<file path="src/rtl/riio_bias_seq_ctrl.sv">
// Power-up sequencer for the EG1D80V bias/bandgap cell: startup pulse, valid wait with timeout,
// settle window, then VBIAS grant; all outputs registered, no backpressure (level/pulse inputs only).
module riio_bias_seq_ctrl #(
    parameter int         STARTUP_CYCLES = 16,
    parameter int         SETTLE_CYCLES  = 64,
    parameter int         TIMEOUT_CYCLES = 1024,
    parameter logic [3:0] TRIM_BIAS_RST  = 4'h8,
    parameter logic [4:0] TRIM_CURV_RST  = 5'h10,
    parameter logic [4:0] TRIM_VBG_RST   = 5'h10
) (
    input  logic       CLK_I,
    input  logic       RST_I,
    input  logic       REQ_EN_I,
    input  logic       REQ_VBIAS_I,
    input  logic       TRIM_LD_I,
    input  logic [3:0] TRIM_BIAS_CFG_I,
    input  logic [4:0] TRIM_CURV_CFG_I,
    input  logic [4:0] TRIM_VBG_CFG_I,
    input  logic       BG_VALID_N_I,
    output logic       EN_O,
    output logic       BG_STARTUP_O,
    output logic       EN_VBIAS_O,
    output logic [3:0] TRIM_BIAS_O,
    output logic [4:0] TRIM_CURV_O,
    output logic [4:0] TRIM_VBG_O,
    output logic       READY_O,
    output logic       TIMEOUT_O,
    output logic [2:0] STATE_O
);

    typedef enum logic [2:0] {
        ST_OFF        = 3'd0,
        ST_STARTUP    = 3'd1,
        ST_WAIT_VALID = 3'd2,
        ST_SETTLE     = 3'd3,
        ST_READY      = 3'd4,
        ST_FAULT      = 3'd5
    } state_t;

    localparam int MAX_A   = (STARTUP_CYCLES > SETTLE_CYCLES) ? STARTUP_CYCLES : SETTLE_CYCLES;
    localparam int MAX_CYC = (MAX_A > TIMEOUT_CYCLES) ? MAX_A : TIMEOUT_CYCLES;
    localparam int CW      = $clog2(MAX_CYC) + 1;

    localparam logic [CW-1:0] LD_STARTUP = CW'(STARTUP_CYCLES - 1);
    localparam logic [CW-1:0] LD_SETTLE  = CW'(SETTLE_CYCLES - 1);
    localparam logic [CW-1:0] LD_TIMEOUT = CW'(TIMEOUT_CYCLES - 1);

    state_t          state_q, state_d;
    logic [CW-1:0]   cnt_q, cnt_d;
    logic [1:0]      sync_q;
    logic            vn_s;
    logic            trim_ld_ok;
    logic            en_q, en_d;
    logic            bg_startup_q, bg_startup_d;
    logic            en_vbias_q, en_vbias_d;
    logic            ready_q, ready_d;
    logic            timeout_q, timeout_d;
    logic [3:0]      trim_bias_q, trim_bias_d;
    logic [4:0]      trim_curv_q, trim_curv_d;
    logic [4:0]      trim_vbg_q, trim_vbg_d;

    assign vn_s = sync_q[1];

    always_comb begin
        state_d = state_q;
        unique case (state_q)
            ST_OFF:        if (REQ_EN_I) state_d = ST_STARTUP;
            ST_STARTUP:    if (cnt_q == '0) state_d = ST_WAIT_VALID;
            // Valid beats an expiring timeout in the same cycle.
            ST_WAIT_VALID: if (!vn_s) state_d = ST_SETTLE;
                           else if (cnt_q == '0) state_d = ST_FAULT;
            ST_SETTLE:     if (vn_s) state_d = ST_WAIT_VALID;
                           else if (cnt_q == '0) state_d = ST_READY;
            ST_READY:      if (vn_s) state_d = ST_WAIT_VALID;
                           else if (TRIM_LD_I) state_d = ST_SETTLE;
            ST_FAULT:      state_d = ST_FAULT;
            default:       state_d = ST_OFF;
        endcase
        if (!REQ_EN_I) state_d = ST_OFF;
    end

    always_comb begin
        cnt_d = (cnt_q == '0) ? cnt_q : cnt_q - CW'(1);
        if (state_d != state_q) begin
            unique case (state_d)
                ST_STARTUP:    cnt_d = LD_STARTUP;
                ST_WAIT_VALID: cnt_d = LD_TIMEOUT;
                ST_SETTLE:     cnt_d = LD_SETTLE;
                default:       cnt_d = '0;
            endcase
        end
    end

    always_comb begin
        trim_ld_ok   = TRIM_LD_I && ((state_q == ST_OFF) || (state_q == ST_READY));
        trim_bias_d  = trim_ld_ok ? TRIM_BIAS_CFG_I : trim_bias_q;
        trim_curv_d  = trim_ld_ok ? TRIM_CURV_CFG_I : trim_curv_q;
        trim_vbg_d   = trim_ld_ok ? TRIM_VBG_CFG_I  : trim_vbg_q;
        en_d         = (state_d == ST_STARTUP) || (state_d == ST_WAIT_VALID) ||
                       (state_d == ST_SETTLE)  || (state_d == ST_READY);
        bg_startup_d = (state_d == ST_STARTUP);
        ready_d      = (state_d == ST_READY);
        en_vbias_d   = (state_d == ST_READY) && REQ_VBIAS_I;
        timeout_d    = timeout_q;
        if ((state_q == ST_OFF) && (state_d == ST_STARTUP)) timeout_d = 1'b0;
        if ((state_q == ST_WAIT_VALID) && (state_d == ST_FAULT)) timeout_d = 1'b1;
    end

    always_ff @(posedge CLK_I) begin
        if (RST_I) begin
            state_q      <= ST_OFF;
            cnt_q        <= '0;
            sync_q       <= 2'b11;
            en_q         <= 1'b0;
            bg_startup_q <= 1'b0;
            en_vbias_q   <= 1'b0;
            ready_q      <= 1'b0;
            timeout_q    <= 1'b0;
            trim_bias_q  <= TRIM_BIAS_RST;
            trim_curv_q  <= TRIM_CURV_RST;
            trim_vbg_q   <= TRIM_VBG_RST;
        end else begin
            state_q      <= state_d;
            cnt_q        <= cnt_d;
            sync_q       <= {sync_q[0], BG_VALID_N_I};
            en_q         <= en_d;
            bg_startup_q <= bg_startup_d;
            en_vbias_q   <= en_vbias_d;
            ready_q      <= ready_d;
            timeout_q    <= timeout_d;
            trim_bias_q  <= trim_bias_d;
            trim_curv_q  <= trim_curv_d;
            trim_vbg_q   <= trim_vbg_d;
        end
    end

    assign EN_O         = en_q;
    assign BG_STARTUP_O = bg_startup_q;
    assign EN_VBIAS_O   = en_vbias_q;
    assign READY_O      = ready_q;
    assign TIMEOUT_O    = timeout_q;
    assign TRIM_BIAS_O  = trim_bias_q;
    assign TRIM_CURV_O  = trim_curv_q;
    assign TRIM_VBG_O   = trim_vbg_q;
    assign STATE_O      = state_q;

endmodule

</file>
<file path="config.mk">
export PLATFORM = sky130hd
export DESIGN_NAME = riio_bias_seq_ctrl
export DESIGN_NICKNAME = d
export VERILOG_FILES = /design/src/rtl/riio_bias_seq_ctrl.sv
export SDC_FILE = /design/constraint.sdc
export NUM_CORES = 1
export LEC_CHECK = 0
export ABC_CLOCK_PERIOD_IN_PS = 3900
export CAP_MARGIN = 20
export CORE_MARGIN = 1
export CORE_UTILIZATION = 30
export CTS_CLUSTER_SIZE = 10
export DETAILED_ROUTE_END_ITERATION = 7
export GPL_ROUTABILITY_DRIVEN = 0
export HOLD_SLACK_MARGIN = 0.15
export PLACE_DENSITY = 0.61
export SYNTH_ARGS = -nofsm -noshare
export SYNTH_HDL_FRONTEND = slang
export SYNTH_SLANG_ARGS = --single-unit
</file>
<file path="constraint.sdc">
create_clock -name CLK_I -period 3.9 [get_ports CLK_I]
set_input_delay 0.39 -clock CLK_I [delete_from_list [all_inputs] [get_ports CLK_I]]
set_output_delay 0.39 -clock CLK_I [all_outputs]
set_load 0.01 [all_outputs]
</file>
# --- Yosys cells after proc, flatten, opt, wreduce, memory -nomap -nowiden ---
# Cells that the tools add are included.
op_classes:
  shifts: 0
  addsub: 1
  n_bitwise: 0
  order_cmp: 0
  n_eq_ne: 12
  mul: 0
  muxes: 14
  div_mod_pow: 0
  n_reduce_logical: 11
op_table:
  columns: ["operator", "n"]
  rows:
  - ["$pmux 10 s3", 1]
  - ["$mux 3", 8]
  - ["$mux 11", 2]
  - ["$pmux 3 s6", 1]
  - ["$eq 3x2->1 const B", 4]
  - ["$eq 3x3->1 const B", 4]
  - ["$logic_not 11->1", 1]
  - ["$sub 11x1->11 const B", 1]
  - ["$eq 3x1->1 const B", 2]
  - ["$logic_and 1x1->1", 4]
  - ["$logic_or 1x1->1", 4]
  - ["$logic_not 3->1", 1]
  - ["$ne 3x3->1", 1]
  - ["$mux 1", 2]
  - ["$ne 2x1->1 const B", 1]
  - ["$reduce_bool 2->1", 1]
totals:
  out_inout_bits: 22
  ff_bits: 35
  ramBits: 0
  elab_cells: 49
  romBits: 0
  input_bits: 20
  latchBits: 0
  memories: 0

# --- Logic depth before layout (Yosys ltp) ---
# Gate-level depths: netlist of the first run.
logic_depth:
  word_depth: 9
  ltp_mapped: 8
  ltp_nobuf: 7

# --- Worst setup path before layout of the first run ---
# Ideal clock, no wire load.
synth_timing:
  path_type: "register to register"
  start: "register cnt_q[0]"
  end: "register cnt_q[6]"
  arrival_ns: 1.859
  setup_ns: 0.131
  n_path_buf: 1
  setup_slack_ns: 1.910
  period_less_slack_ns: 1.990
  stages_incl_launch_ff: 9
  required_ns: 3.769
  cell_sequence: "dfxtp_1 -> inv_1 -> ha_1 -> or4b_1 -> nor4_4 -> buf_6 -> a21oi_2 -> o31ai_4 -> o22ai_1"
synth_via:
  elab_chain_cells: 8
  elab_cells_between_ends: 17
  cone_classes: "1 x add/sub; 5 x eq/ne; 10 x mux; 1 x reduce/logical"
synth_rtl:
  columns: ["element", "line", "text"]
  rows:
  - ["from (decl)", "49", "logic [CW-1:0] cnt_q, cnt_d;"]
  - ["from (signal assigned)", "124", "cnt_q <= cnt_d;"]
  - ["$logic_not 11->1", null, null]
  - ["$mux 3 (on tied branches)", "73, 71", null]
  - ["$mux 3 (on tied branches)", "72, 70", null]
  - ["$pmux 3 s6", "66", "unique case (state_q)"]
  - ["$mux 3", "79", "if (!REQ_EN_I) state_d = ST_OFF;"]
  - ["$eq 3x2->1 / $eq 3x1->1 (equally long branches)", "85", "unique case (state_d)"]
  - ["$pmux 10 s3", "85", null]
  - ["$mux 11", "84", "if (state_d != state_q) begin"]
# Several ways; a longest one is shown, not always the timed one. The select of a mux whose other input is x is not followed.
# A chain may end at the register's enable or synchronous reset.

# --- Final worst setup path of the first run ---
layout_timing:
  start: "register cnt_q[0]"
  end: "register cnt_q[4]"
# The elaborated chain is that of the path after synthesis.

==> flow_summary.yaml, run 1 <==
finish:
  drive_above_1_share_pct: 8.734
  final_common_cell: "clkdlybuf4s50_1"
  nets: 249
  utilization_pct: 42.38
  layout_common_cells: "41 x clkdlybuf4s50_1, 39 x nand2_1, 35 x dfxtp_1"
  num_antenna_cells: 0
  stdcell_area_sq_mm: 0.002178
  area_growth_pct: 34.65
pwr:
  p_int_w: 0.0008684
  seqPwrFrac_pct: 36.1
  power_switching_share_pct: 37.12
  ir_drop_mv: 0.3107
  p_switching_w: 0.0005125
  pwr-share-comb_pct: 42.7
  finalPower_w: 0.001381
  powerDensity_mw_per_mm2: 633.9
  p_leak_nw: 0.7877
  p_clk_share_pct: 21.2
setup_path:
  crit_path_start_kind: "flop"
  required_ns: 4.05
  cp-end-kind: "flop"
  worstSetupPathType: "flop to flop"
  worst_r2r_path_depth: 7
  cp.arrival_ns: 2.70
  crit_fanout: 11
  reg2reg_to: "cnt_q[4]$_SDFFE_PP0P_"
  reg2reg_slack_ns: 1.35
  timing.rr.start: "cnt_q[0]$_SDFFE_PP0P_"
hold_path:
  hold_class: "flop to flop"
  min_to: "sync_q[1]$_SDFF_PP1_"
  hold_depth: 1
  min_from: "sync_q[0]$_SDFF_PP1_"
timing:
  fin_crit_ns: 2.547
  relSlewSlack_pct: 47.59
  hold_viol: 0
  setup_viol: 0
  fin_setup_tns_ns: 0
  fin_skew_ns: 0.009779
  worstMarginPinSlew_ns: 0.7837
  drv_slew: 0
  max_freq_mhz: 392.7
  period_share_pct: 65.30
  rsz0062_at_grt: "no"
synthesis:
  synth.net_count: 210
  synth_top_area_share_pct: 43.31
  ys_ff_latch: 35
  synth_seq_area_share_pct: 43.31
  synth_top_area_cell: "dfxtp_1"
  synth_edf_count: 0
  syn_inst: 189
  synth_cell_type_count: 42
  yosysWarnings: 0
  synth_flop_cell: "dfxtp_1"
  synth_area_sq_mm: 0.001618
  async_reset_ff_share_pct: 0
  synth_area_leaders: "dfxtp_1 43%, nand2_1 9.0%, a21oi_1 5.3%"
  postSynthAreaPerCell_sq_um: 8.560
clock_tree:
  cts_resized: 0
  cts_buffers: 5
  clock-sinks: 35
  holdBufCountCts: 0
  cts_tree: "built"
  post_cts_buffers: 0
  clock_latency_ns: 0.29
  clkTransAtPathRegs_ns: 0.07
  cts_buffer_depth: 2
  htree_levels: 2
  clock-root-buffer: "clkbuf_8"
die:
  die_h_um: 75.44
  start_util_pct: 31.48
  die-area_sq_mm: 0.005690
  boundaryPins: 42
  die_x_um: 75.44
  row_count: 26
  coreArea_sq_mm: 0.005140
placement:
  dp_hpwl_mm: 2.466
  place_area_sq_mm: 0.002074
  io_buffers: 41
routing:
  dr.pass1.iters: 4
  wl_mm: 3.636
  drt_iter0_drc: 61
  wire_per_inst_um: 12.16
  vias: 1411
  via_per_inst: 4.719
  drc_errors: 0
  ant_nets: 0
grt:
  grt-ovfl-total: 0
  grt_usage_pct: 14.75
  grt_max_degree: 22
  grt_pass1_wl_mm: 6.168
  grt_pass1_vias: 1344
  antenna_found_initial: 0
run_status:
  status: "completed"
run:
  max_cap_viol_count: 0
cell usage after synthesis (4+ instances only):
cell type and instances:
nand2_1 39, o22ai_1 4, xnor2_1 9, nor2b_1 8
inv_1 5, or2_2 4, clkbuf_1 8, dfxtp_1 35
a21oi_1 17, nor2_1 7, o21ai_0 9
worst max-delay path, cell delays in order, from the launching register on:
cell,delay [ns]
dfxtp_1,0.31
inv_1,0.09
ha_1,0.20
or4b_1,0.52
nor4_4,0.57
a22o_2,0.32
or3_1,0.27
o21ai_0,0.12
cells by family after synthesis:
kind of cell               count (synthesis)  synth area share, %
and+or+nand+nor                           88                30.01
AOI/OAI and AO/OA                         41                16.78
DFF                                       35                43.31
buffers and inverters                     14                3.712
xor gates and xnor gates                  10                5.414
adders and majority gates                  1               0.7733
metal layers:
metal  GRT usage, %  up-vias  share of wire, %  routed length, um
li1               -      731                 -                  -
met1          18.12      632                48               1728
met2          21.63       41                41               1482
met3          7.275        7               9.8                358
met4          6.790        0               1.9                 68
met5              0        -                 0                  0
how the worst max path moves through the flow:
stage | endpoint | cells after the start | slack (ns) | start
after floorplan | cnt_q[6]$_SDFFE_PP0P_ | 8 | 1.91 | cnt_q[0]$_SDFFE_PP0P_
after global placement | cnt_q[2]$_SDFFE_PP0P_ | 7 | 1.36 | cnt_q[0]$_SDFFE_PP0P_
after detailed placement | cnt_q[2]$_SDFFE_PP0P_ | 7 | 1.37 | cnt_q[0]$_SDFFE_PP0P_
after CTS | cnt_q[4]$_SDFFE_PP0P_ | 7 | 1.32 | cnt_q[0]$_SDFFE_PP0P_
after global routing | cnt_q[4]$_SDFFE_PP0P_ | 7 | 1.13 | cnt_q[0]$_SDFFE_PP0P_
final | cnt_q[4]$_SDFFE_PP0P_ | 7 | 1.35 | cnt_q[0]$_SDFFE_PP0P_
area by class of cell:
cell class / instances / area (sq um)
clock buffers: 7 / 96.34
clock inverters: 1 / 7.507
fillers: 562 / 2962
inverters: 5 / 18.77
multi-input cells: 140 / 857.1
flip-flops and latches: 35 / 700.7
well taps: 70 / 87.58
repair buffers: 41 / 410.4
power by group through the flow:
stage | sequential, W | clock (W) | combinational (W)
2_1_floorplan | 0.000496 | 0 | 0.000478
3_3_place_gp | 0.000504 | 0 | 0.000593
3_5_place_dp | 0.000505 | 0 | 0.000585
4_1_cts | 0.000498 | 0.000303 | 0.000593
5_1_grt | 0.000508 | 0.000319 | 0.000656
6_report | 0.000498 | 0.000293 | 0.000590
sequential cells by signal (all words and copies together) (netlist names):
| signal | cells |
|---|---|
| sync_q | 2 |
| cnt_q | 11 |
| STATE_O | 3 |
| TRIM_CURV_O | 5 |
| EN_VBIAS_O | 1 |
| TIMEOUT_O | 1 |
| EN_O | 1 |
| BG_STARTUP_O | 1 |
| TRIM_VBG_O | 5 |
| READY_O | 1 |
| TRIM_BIAS_O | 4 |
through the flow:
stage / std cells / hold slack (ns) / setup slack, ns
after floorplan: 189 / 0.3895 / 1.910
after global placement: 291 / 0.3939 / 1.359
after detailed placement: 291 / 0.3977 / 1.372
after CTS: 299 / 0.4175 / 1.318
after global routing: 299 / 0.4556 / 1.132
final: 299 / 0.4141 / 1.353
Power figures use the tool's default switching activity.
==> inputs of run 2 (changes only) <==
--- a/config.mk
+++ b/config.mk
@@ -5,7 +5,7 @@
 export SDC_FILE = /design/constraint.sdc
 export NUM_CORES = 1
 export LEC_CHECK = 0
-export ABC_CLOCK_PERIOD_IN_PS = 3900
+export ABC_CLOCK_PERIOD_IN_PS = 2100
 export CAP_MARGIN = 20
 export CORE_MARGIN = 1
 export CORE_UTILIZATION = 30
@@ -13,7 +13,7 @@
 export DETAILED_ROUTE_END_ITERATION = 7
 export GPL_ROUTABILITY_DRIVEN = 0
 export HOLD_SLACK_MARGIN = 0.15
-export PLACE_DENSITY = 0.61
+export PLACE_DENSITY = 0.63
 export SYNTH_ARGS = -nofsm -noshare
 export SYNTH_HDL_FRONTEND = slang
 export SYNTH_SLANG_ARGS = --single-unit
==> constraint.sdc (replaced) <==
create_clock -name CLK_I -period 2.1 [get_ports CLK_I]
set_input_delay 0.21 -clock CLK_I [delete_from_list [all_inputs] [get_ports CLK_I]]
set_output_delay 0.21 -clock CLK_I [all_outputs]
set_load 0.01 [all_outputs]
==> flow_summary.yaml, run 2 (synthesized netlist as in run 1, its figures left out) <==
clock_tree:
  cts_buffers: 5
  clock-sinks: 35
  holdBufCountCts: 0
  clock-root-buffer: "clkbuf_8"
  clkTransAtPathRegs_ns: 0.08
  cts_buffer_depth: 2
  clock_latency_ns: 0.29
  cts_tree: "built"
  htree_levels: 2
pwr:
  p_int_w: 0.001975
  ir_drop_mv: 0.5681
  powerDensity_mw_per_mm2: 1264
  p_clk_share_pct: 19.9
  p_leak_nw: 0.9136
  p_switching_w: 0.001072
  seqPwrFrac_pct: 30.0
  pwr-share-comb_pct: 50.1
  power_switching_share_pct: 35.17
routing:
  via_per_inst: 4.685
  dr.pass1.iters: 4
  ant_nets: 0
  wl_mm: 3.961
  drt_iter0_drc: 72
  drc_errors: 0
  vias: 1504
  wire_per_inst_um: 12.34
timing:
  drv_slew: 0
  period_share_pct: 99.29
  max_freq_mhz: 479.6
  relSlewSlack_pct: 69.18
  fin_ws_ns: 0.01482
  rsz0062_at_grt: "yes"
  whs_ns: 0.4132
  hold_viol: 0
  fin_crit_ns: 2.085
  setup_viol: 0
  worstMarginPinSlew_ns: 0.4612
  fin_setup_tns_ns: 0
  fin_skew_ns: 0.008410
grt:
  grt_usage_pct: 15.50
  antenna_found_initial: 0
  grt_max_degree: 20
  grt-ovfl-total: 0
  grt_pass1_wl_mm: 6.561
  grt_pass1_vias: 1456
hold_path:
  min_to: "sync_q[1]$_SDFF_PP1_"
  min_from: "sync_q[0]$_SDFF_PP1_"
  hold_depth: 1
  hold_class: "flop to flop"
finish:
  layout_common_cells: "41 x clkdlybuf4s50_1, 39 x nand2_1, 33 x dfxtp_1"
  drive_above_1_share_pct: 20.32
  final_common_cell: "clkdlybuf4s50_1"
  stdcell_area_sq_mm: 0.002411
  nets: 271
  largest_reg_flops: 11
  area_growth_pct: 49.03
  num_antenna_cells: 0
  regMostFlops: "cnt_q"
die:
  die-area_sq_mm: 0.005690
  coreArea_sq_mm: 0.005140
  boundaryPins: 42
  start_util_pct: 31.48
  row_count: 26
  die_x_um: 75.44
  die_h_um: 75.44
setup_path:
  reg2reg_slack_ns: 0.01
  crit_path_start_kind: "flop"
  reg2reg_to: "cnt_q[9]$_SDFFE_PP0P_"
  cp.arrival_ns: 2.25
  required_ns: 2.26
  cpLargestDelayFamily: "simple AND/OR/NAND/NOR gates"
  path_depth: 8
  cp-end-kind: "flop"
  crit_buf_inv: 2
  path_cells: "inv_2 > ha_4 > or4b_4 > nor4_4 > buf_6 > a21oi_4 > o31ai_4 > o22ai_1"
  worstSetupPathType: "flop to flop"
  critPathLaunch: "cnt_q[1]$_SDFFE_PP0P_"
  worst_r2r_path_depth: 8
  max_stage_delay_ns: 0.48
  timing.rr.start: "cnt_q[1]$_SDFFE_PP0P_"
  crit_fanout: 7
  slowest_stage: "or4b_4"
placement:
  dp_hpwl_mm: 2.853
  io_buffers: 41
  pre_cts_slack_ns: -0.05521
  place_area_sq_mm: 0.002225
run:
  max_cap_viol_count: 0
run_status:
  status: "completed"
run 2: worst max-delay path by stage:
stage	to
5_1_grt	cnt_q[4]$_SDFFE_PP0P_
4_1_cts	cnt_q[4]$_SDFFE_PP0P_
2_1_floorplan	cnt_q[6]$_SDFFE_PP0P_
6_report	cnt_q[9]$_SDFFE_PP0P_
3_3_place_gp	cnt_q[3]$_SDFFE_PP0P_
3_5_place_dp	cnt_q[3]$_SDFFE_PP0P_
run 2: stage by stage:
| stage | cells | utilization (%) | power, W |
|---|---|---|---|
| global placement | 311 | 43.28 | 0.002254 |
| global route | 321 | 46.91 | 0.003260 |
| floorplan | 189 | - | 0.001808 |
| detailed placement | 311 | 43.28 | 0.002265 |
| CTS | 319 | 45.62 | 0.002921 |
| finish | 321 | 46.91 | 0.003047 |
run 2: repair_timing:
item | CTS | global route
endpoints found under the setup margin | 6 | 11
buffers inserted | 0 | 2
gates resized for setup | 2 | 15
pin swaps | 1 | 7
run 2: final cells by class:
class | count | area, sq um
fill | 546 | 2729
sequential | 35 | 703.2
clock inverter | 3 | 43.79
inverter | 5 | 18.77
multi-input combinational | 140 | 909.6
tap | 70 | 87.58
clock buffer | 5 | 68.82
timing repair buffer | 63 | 579.3
run 2: routing by layer:
| layer | vias to the layer above | GRT usage, % | part of all wire [%] |
|---|---|---|---|
| met3 | 2 | 5.556 | 8.4 |
| met5 | - | 0 | 0 |
| li1 | 773 | - | - |
| met2 | 55 | 23.71 | 45 |
| met4 | 0 | 5.556 | 0.56 |
| met1 | 674 | 20.20 | 46 |
run 2: power groups by stage:
stage	Combinational, W	Clock [W]	Sequential [W]
3_5_place_dp	0.00135	0	0.000916
2_1_floorplan	0.000888	0	0.000920
4_1_cts	0.00139	0.000626	0.000906
3_3_place_gp	0.00134	0	0.000913
5_1_grt	0.00167	0.000654	0.000936
6_report	0.00153	0.000606	0.000914
==> inputs of run 3 (changes only) <==
--- a/config.mk
+++ b/config.mk
@@ -8,12 +8,12 @@
 export ABC_CLOCK_PERIOD_IN_PS = 2100
 export CAP_MARGIN = 20
 export CORE_MARGIN = 1
-export CORE_UTILIZATION = 30
+export CORE_UTILIZATION = 40
 export CTS_CLUSTER_SIZE = 10
 export DETAILED_ROUTE_END_ITERATION = 7
 export GPL_ROUTABILITY_DRIVEN = 0
 export HOLD_SLACK_MARGIN = 0.15
-export PLACE_DENSITY = 0.63
+export PLACE_DENSITY = 0.77
 export SYNTH_ARGS = -nofsm -noshare
 export SYNTH_HDL_FRONTEND = slang
 export SYNTH_SLANG_ARGS = --single-unit
==> flow_summary.yaml, run 3 (synthesized netlist as in run 1, its figures left out) <==
pwr:
  finalPower_w: 0.002764
  powerDensity_mw_per_mm2: 1209
  p_leak_nw: 0.8611
  ir_drop_mv: 0.5365
  pwr-share-comb_pct: 49.9
  p_clk_share_pct: 17.0
  p_int_w: 0.001764
  power_switching_share_pct: 36.19
  p_switching_w: 0.001000
  seqPwrFrac_pct: 33.2
timing:
  period_share_pct: 98.48
  fin_crit_ns: 2.068
  rsz0062_at_grt: "yes"
  drv_slew: 0
  worstMarginPinSlew_ns: 0.5048
  setup_viol: 0
  relSlewSlack_pct: 66.30
  fin_ws_ns: 0.03185
  hold_viol: 0
  max_freq_mhz: 483.5
  fin_skew_ns: 0.008194
run:
  max_cap_viol_count: 0
grt:
  grt_pass1_wl_mm: 6.479
  grt_usage_pct: 19.52
  antenna_found_initial: 0
  grt_max_degree: 20
  grt-ovfl-total: 0
  grt_pass1_vias: 1490
placement:
  place_area_sq_mm: 0.002160
  dp_hpwl_mm: 2.645
  pre_cts_slack_ns: -0.02841
  io_buffers: 41
setup_path:
  worstSetupPathType: "flop to flop"
  slowest_stage: "or4b_4"
  crit_fanout: 6
  required_ns: 2.26
  path_cells: "inv_2 > ha_4 > or4b_4 > nor4_4 > a21oi_2 > o31ai_4 > o21ai_1"
  max_stage_delay_ns: 0.48
  crit_path_start_kind: "flop"
  cp.arrival_ns: 2.23
  cp-end-kind: "flop"
routing:
  vias: 1463
  dr.pass1.iters: 4
  drt_iter0_drc: 69
  wl_mm: 3.654
  wire_per_inst_um: 12.47
  via_per_inst: 4.993
  drc_errors: 0
  ant_nets: 0
die:
  die_h_um: 65.60
  die-area_sq_mm: 0.004303
  row_count: 22
  die_x_um: 65.60
  coreArea_sq_mm: 0.003771
  start_util_pct: 42.90
  boundaryPins: 42
clock_tree:
  cts_tree: "built"
  clock-sinks: 35
  htree_levels: 2
  clock_latency_ns: 0.29
  clkTransAtPathRegs_ns: 0.07
  cts_buffer_depth: 2
  clock-root-buffer: "clkbuf_8"
  cts_buffers: 5
finish:
  utilization_pct: 60.62
  fillers: 326
  stdcell_area_sq_mm: 0.002286
  num_antenna_cells: 0
  nets: 265
  largest_reg_flops: 11
  regMostFlops: "cnt_q"
  layout_common_cells: "41 x clkdlybuf4s50_1, 39 x nand2_1, 33 x dfxtp_1"
  final_common_cell: "clkdlybuf4s50_1"
  area_growth_pct: 41.30
  drive_above_1_share_pct: 17.96
hold_path:
  hold_class: "flop to flop"
run_status:
  status: "completed"
==> run 3: worst max-delay path, delay by kind of cell, from the launching register on <==
| family | cells | cell delay, ns |
|---|---|---|
| compound gates | 3 | 0.60 |
| flops | 1 | 0.32 |
| buf+inv | 1 | 0.07 |
| simple gates | 2 | 0.81 |
| fa+ha+maj | 1 | 0.13 |
==> run 3: power by group through the flow <==
stage / sequential [W] / combinational [W] / clock, W
2_1_floorplan: 0.000920 / 0.000888 / 0
3_3_place_gp: 0.000913 / 0.00128 / 0
3_5_place_dp: 0.000920 / 0.00129 / 0
4_1_cts: 0.000908 / 0.00131 / 0.000481
5_1_grt: 0.000934 / 0.00154 / 0.000515
6_report: 0.000917 / 0.00138 / 0.000469
==> run 3: final cells by class <==
type                    count  area [sq um]  area share [%]
multi-input cells         140         888.4           38.86
flip-flops and latches     35         703.2           30.76
inverters                   5         18.77          0.8210
well taps                  48         60.06           2.627
clock inverters             2         12.51          0.5473
clock buffers               6         72.57           3.175
repair buffers             57         530.5           23.21
==> run 3: worst paths after layout <==
check                             start                     to  slack (ns)  cells after the start
hold reg to reg    sync_q[0]$_SDFF_PP1_   sync_q[1]$_SDFF_PP1_        0.41                      1
setup / recovery  cnt_q[0]$_SDFFE_PP0P_  cnt_q[4]$_SDFFE_PP0P_        0.03                      7
hold / removal     sync_q[0]$_SDFF_PP1_   sync_q[1]$_SDFF_PP1_        0.41                      1
setup reg to reg  cnt_q[0]$_SDFFE_PP0P_  cnt_q[4]$_SDFFE_PP0P_        0.03                      7
==> run 3: repair_timing <==
action,4_1_cts,5_1_grt
endpoints found under the hold margin,0,0
gates resized for setup,0,13
endpoints found under the setup margin,0,12
hold buffers,0,0
setup buffers,0,1
==> run 3: through the flow <==
stage                     setup TNS, ns  hold WS (ns)  instances
final                                 0        0.4103        293
after global routing            -0.5715        0.4295        293
after CTS                             0        0.4154        292
after detailed placement       -0.03841        0.3989        284
after global placement                0        0.3990        284
after floorplan                       0        0.3138        189
==> run 3: routing by layer <==
layer  GRT usage [%]  wire length (um)  vias to the layer above  share of wire [%]
met2           32.22              1657                       38                 45
met1           23.33              1725                      653                 47
met5               0                 0                        -                  0
li1                -                 -                      764                  -
met3           6.597               219                        8                6.0
met4           7.065                51                        0                1.4
